### src/rtl/sipo_rx.sv
// sipo_rx: serial-in/parallel-out receiver. Collects MSB-first words aligned
// by sof, hands each finished word to a one-entry valid/ready buffer, and
// flags dropped words (sticky overrun) and discarded partial words (abort).
module sipo_rx #(
    parameter int WIDTH = 4
) (
    input  logic             clk,
    input  logic             rst,
    input  logic             en,
    input  logic             SI,
    input  logic             sof,
    output logic [WIDTH-1:0] PO,
    output logic             po_valid,
    input  logic             po_ready,
    output logic             overrun,
    output logic             abort,
    input  logic             ovr_clr
);

    localparam int CW = $clog2(WIDTH + 1);

    typedef enum logic {IDLE = 1'b0, SHIFT = 1'b1} state_t;

    state_t           r_state;
    logic [CW-1:0]    r_cnt;
    logic [WIDTH-1:0] r_sh;

    logic             w_done;
    logic [WIDTH-1:0] w_word;
    logic             w_take;
    logic             w_ovr_set;

    // The last bit completes a word in the same edge it is sampled.
    assign w_done    = en && !sof && (r_state == SHIFT) && (r_cnt == CW'(WIDTH - 1));
    assign w_word    = {r_sh[WIDTH-2:0], SI};
    // Buffer can accept when empty, or when the current word leaves this edge.
    assign w_take    = !po_valid || po_ready;
    assign w_ovr_set = w_done && !w_take;

    // Word assembly FSM plus output buffer, abort pulse and sticky overrun.
    always_ff @(posedge clk) begin
        if (!rst) begin
            r_state  <= IDLE;
            r_cnt    <= '0;
            r_sh     <= '0;
            PO       <= '0;
            po_valid <= 1'b0;
            overrun  <= 1'b0;
            abort    <= 1'b0;
        end else begin
            abort <= 1'b0;

            if (en) begin
                if (sof) begin
                    // New MSB; any partial word in flight is thrown away.
                    abort   <= (r_state == SHIFT);
                    r_sh    <= {{(WIDTH-1){1'b0}}, SI};
                    r_cnt   <= CW'(1);
                    r_state <= SHIFT;
                end else if (r_state == SHIFT) begin
                    r_sh <= w_word;
                    if (w_done) begin
                        r_cnt   <= '0;
                        r_state <= IDLE;
                    end else begin
                        r_cnt <= r_cnt + CW'(1);
                    end
                end
                // IDLE without sof: bits ahead of the first marker are dropped.
            end

            if (w_done) begin
                if (w_take) begin
                    PO       <= w_word;
                    po_valid <= 1'b1;
                end
            end else if (po_valid && po_ready) begin
                po_valid <= 1'b0;
            end

            // A fresh overrun beats a simultaneous clear.
            if (w_ovr_set)
                overrun <= 1'b1;
            else if (ovr_clr)
                overrun <= 1'b0;
        end
    end

endmodule

### config.mk
export PLATFORM = sky130hd
export DESIGN_NAME = sipo_rx
export DESIGN_NICKNAME = d
export VERILOG_FILES = /design/src/rtl/sipo_rx.sv
export SDC_FILE = /design/constraint.sdc
export NUM_CORES = 1
export LEC_CHECK = 0
export ABC_AREA = 0
export BUFFER_PORTS_ARGS = -buffer_cell sky130_fd_sc_hd__buf_2
export CAP_MARGIN = 20
export CORE_AREA = 2 2 39 41
export CTS_CLUSTER_SIZE = 12
export DETAILED_ROUTE_END_ITERATION = 6
export DIE_AREA = 0 0 41 43
export PLACE_DENSITY = 0.66
export SLEW_MARGIN = 0
export SYNTH_ARGS = -nofsm -noshare
export SYNTH_HDL_FRONTEND = slang
export SYNTH_SLANG_ARGS = --single-unit
export TNS_END_PERCENT = 30
### constraint.sdc
create_clock -name clk -period 1.4 [get_ports clk]
set_input_delay 0.14 -clock clk [delete_from_list [all_inputs] [get_ports clk]]
set_output_delay 0.14 -clock clk [all_outputs]
set_load 0.01 [all_outputs]
# --- Word level (Yosys, flattened, before mapping) ---
# Cells that the tools add are included.
classes:
  reduce_logical: 16
  addsub: 1
  mux: 13
  eq_ne: 2
op_table:
  columns: ["cell", "n"]
  rows:
  - ["3-bit two-way mux", 5]
  - ["1-bit two-way mux", 8]
  - ["2-bit AND reduction", 3]
  - ["2-bit nonzero test", 3]
  - ["1-bit logical AND", 5]
  - ["3-bit by 1-bit adder with 3-bit output, second input constant", 1]
  - ["3-bit by 2-bit equality test with 1-bit output, second input constant", 1]
  - ["1-bit zero test", 3]
  - ["3-bit AND reduction", 1]
  - ["2-bit by 1-bit != test with 1-bit output, second input constant", 1]
  - ["1-bit logical OR", 1]
totals:
  ff_bits: 14
  in_bits: 7
  output_inout_bits: 7

# --- Longest topological paths before layout ---
depth:
  ltp_word: 7
  ltp_mapped: 4
  depth_no_buf: 4

# --- Least setup slack after synthesis ---
# OpenSTA, ideal clock, no wires.
synth_path:
  path_type: "reg2reg"
  start: "register r_cnt[0]"
  end: "register PO[0]"
  path_slack_ns: 0.291
  required_time_ns: 1.328
  stages_incl_launch_ff: 5
  period_less_slack_ns: 1.109
  t_arrival_ns: 1.037
  n_path_buf: 0
  setup_ns: 0.072
  path_cell_list: "dfxtp_1 > ha_1 > nand2b_1 > nor3_4 > mux2i_1"
synth_between:
  elab_chain_cells: 3
synth_rtl:
  columns: ["element", "line_no", "text"]
  rows:
  - ["start: declaration", "25", "logic [CW-1:0] r_cnt;"]
  - ["start signal: assignment", "66", "r_cnt <= r_cnt + CW'(1);"]
  - ["3-bit by 2-bit equality test with 1-bit output", "34", "assign w_done = en && !sof && (r_state == SHIFT) && (r_cnt == CW'(WIDTH - 1));"]
  - ["1-bit logical AND", "34", null]
  - ["2-bit AND reduction (no line)", null, null]
  - ["end signal: assignment", "74", "PO <= w_word;"]
  - ["end: declaration", "12", "output logic [WIDTH-1:0] PO,"]
# No other way between the ends.
# A chain may end at the register's enable or synchronous reset.

# --- Final worst setup path ---
layout_path:
  start: "register r_cnt[0]"
  end: "register PO[2]"
# The elaborated chain is that of the path after synthesis.

==> impl_metrics.csv <==
group,metric,value,unit
yosys,synthXorXnorAreaFrac,0,%
global_route,grt-ovfl-total,0,
yosys,yosysSeqAreaShare,46.1,%
sta,drv_slew,0,
yosys,syn-num-nets,73,
yosys,synth-main-ff-cell,"dfxtp_1",
drt,wl_met1,452,um
drt,wirelength,1010,um
placed_design,post_dp_cell_area,687,um^2
clock_network,h-tree-depth,1,
finish,diodes,0,
finish,nets,89,
floorplanning,pin_count,14,
drt,wl_met2,465,um
yosys,ys_warn_count,0,
yosys,synth-edff-count,0,
placed_design,port_buffers,13,
sta,period_minus_slack,1.27,ns
yosys,synth_area_leaders,"dfxtp_1, nand2_1, mux2i_1",
drt,drt_first_pass_iters,4,
yosys,synth_mux_area_share,8.23,%
yosys,yosysTopAreaCell,"dfxtp_1",
yosys,synth_top_family_by_area,"simple AND/OR/NAND/NOR gates",
placed_design,gp_congestion,0.700,
yosys,netlist_top_cells_count,"dfxtp_1, nand2_1, mux2i_1, nor2b_1",
finish,syn_to_final_growth,18.9,%
job,cap_violations,0,
power,p_leak,0.315,nW
drt,drc,0,
drt,post_drt_wl_per_cell,10.5,um
critical_path,startpoint_type,"flip-flop",
power,p_per_area,1040,nW/um^2
yosys,synth_compound_area_share,13.0,%
critical_path,critPathRequiredTime,1.60,ns
global_route,track_usage,14.7,%
yosys,syn_inst,65,
drt,vias_per_cell,5.09,
sta,post-route-worst-setup-slack,0.134,ns
clock_network,clk_path_buf_depth,2,
drt,num_vias,489,
drt,drt_iter0_drc,5,
floorplanning,start_util,43.9,%
global_route,grt_pass1_wl,1730,um
sta,finalSetupViolCount,0,
floorplanning,coreArea,1380,um^2
worst_hold_path,hp-class,"in2reg",
clock_network,clock-sinks,14,
sta,hold_violations,0,
sta,rsz0062_at_grt,"false",
floorplanning,fp-row-count,14,
yosys,synthAdderAreaFrac,2.06,%
power,ir_drop,0.748,mV
sta,maxSlewHeadroom,77.7,%
finish,nFillCells,141,
sta,fin_tns_setup,0,ns
global_route,grt_max_degree,20,
yosys,yosys.area_share.simple,27.2,%
placed_design,place_ws,0.142,ns
placed_design,hpwl,715,um
sta,timing.fmax,790,MHz
critical_path,end_kind,"flip-flop",
finish,drive_above_1_share,25.0,%
clock_network,clock_latency,0.28,ns
yosys,synth.avg_cell_area,9.36,um^2
floorplanning,die_area,1760,um^2
yosys,ys_types,24,
drt,top_layer,"met3",
critical_path,worst_ep_arrival_time,1.47,ns
clock_network,cts_inserted_buffers,3,
sta,worst_slew_pin_slew,0.333,ns
drt,ant_nets,0,
yosys,async_reset_ff_share,0,%
run_status,status,"finished, final reports clean",
sta,post-route-period-util,90.4,%
yosys,netlist_area,608,um^2
floorplanning,chipWidth,41,um
global_route,grt_pass1_vias,432,
drt,dr_wl_met3,93,um
floorplanning,die_h,43,um
clock_network,root_buffer,"clkbuf_4",
clock_network,path_clk_slew,0.09,ns
clock_network,cts.hold.buffers_added,0,
global_route,antenna_found_initial,0,
sta,fin_skew,0.0104,ns
clock_network,cts_resized,0,
critical_path,path_class,"reg2reg",
finish,design_area,723,um^2
yosys,ys_ff_latch,14,
clock_network,post-cts-setup-buffer-count,0,
critical_path,path_max_fanout,5,
yosys,synth.top_cell.area_share,46.1,%
clock_network,cts_tree,"built",
## registers in the layout, summed over array words and instances, names as in the netlist
| name | cells |
|---|---|
| PO | 4 |
| r_sh | 3 |
| abort | 1 |
| overrun | 1 |
| po_valid | 1 |
| r_cnt | 3 |
| r_state | 1 |
## report_power, final
part | switching [mW] | internal (mW) | leakage, nW
clock | 0.127 | 0.158 | 0.0210
combinational | 0.0307 | 0.0239 | 0.180
sequential | 0.00594 | 0.405 | 0.113
total | 0.164 | 0.587 | 0.315
## per-stage QoR
step	utilization (%)	total power, mW	hold slack (ns)	cells
6_report	52.3	0.751	0.124	96
5_1_grt	52.3	0.787	0.139	96
4_1_cts	52.3	0.764	0.116	96
3_5_place_dp	49.6	0.476	0.410	92
3_3_place_gp	49.6	0.476	0.404	92
2_1_floorplan	-	0.457	0.254	65
## critical path, stage by stage (launching register included)
cell,delay [ns]
dfxtp_1,0.36
ha_1,0.19
nand2b_1,0.15
nor3_4,0.27
mux2i_1,0.22
## routing by layer
layer	vias to the layer above	track usage (%)
met2	15	20.6
met3	0	9.42
met5	-	0
met4	0	4.00
met1	224	18.2
li1	250	-
## kinds of logic (layout without fill, tap and decap cells)
logic type / Yosys count / count (layout)
AOI/OAI and AO/OA: 12 / 12
adders and majority gates: 1 / 1
buffers and inverters: 5 / 20
DFF: 14 / 14
muxes: 5 / 5
and+or+nand+nor: 28 / 28
## cell type report
type | count | area [um^2] | area share (%)
Clock buffer | 4 | 36.3 | 5.02
Tap cell | 16 | 20.0 | 2.77
Multi-Input combinational cell | 46 | 307 | 42.4
Inverter | 2 | 7.51 | 1.04
Timing Repair Buffer | 14 | 72.6 | 10.0
Sequential cell | 14 | 280 | 38.8
## worst paths after layout
path | startpoint | slack [ns] | depth (start not counted) | endpoint
worst max register to register | r_cnt[0] | 0.13 | 4 | PO[2]
worst max-delay path | r_cnt[0] | 0.13 | 4 | PO[2]
worst min-delay path | SI | 0.12 | 3 | PO[0]
worst min register to register | r_cnt[2] | 0.43 | 2 | r_cnt[2]
## layout by cell type (no fill, tap or decap), types with 2 or more instances in the layout
cell,netlist,layout
nor2_1,2,2
a21boi_1,2,2
buf_2,2,13
o21a_1,2,2
inv_1,2,2
o21ai_1,2,2
nor2b_1,5,5
a22oi_1,2,2
dfxtp_1,14,14
mux2i_1,5,5
clkbuf_4,0,3
nand2_1,14,14
No activity file was read; power rests on OpenSTA's default activity.
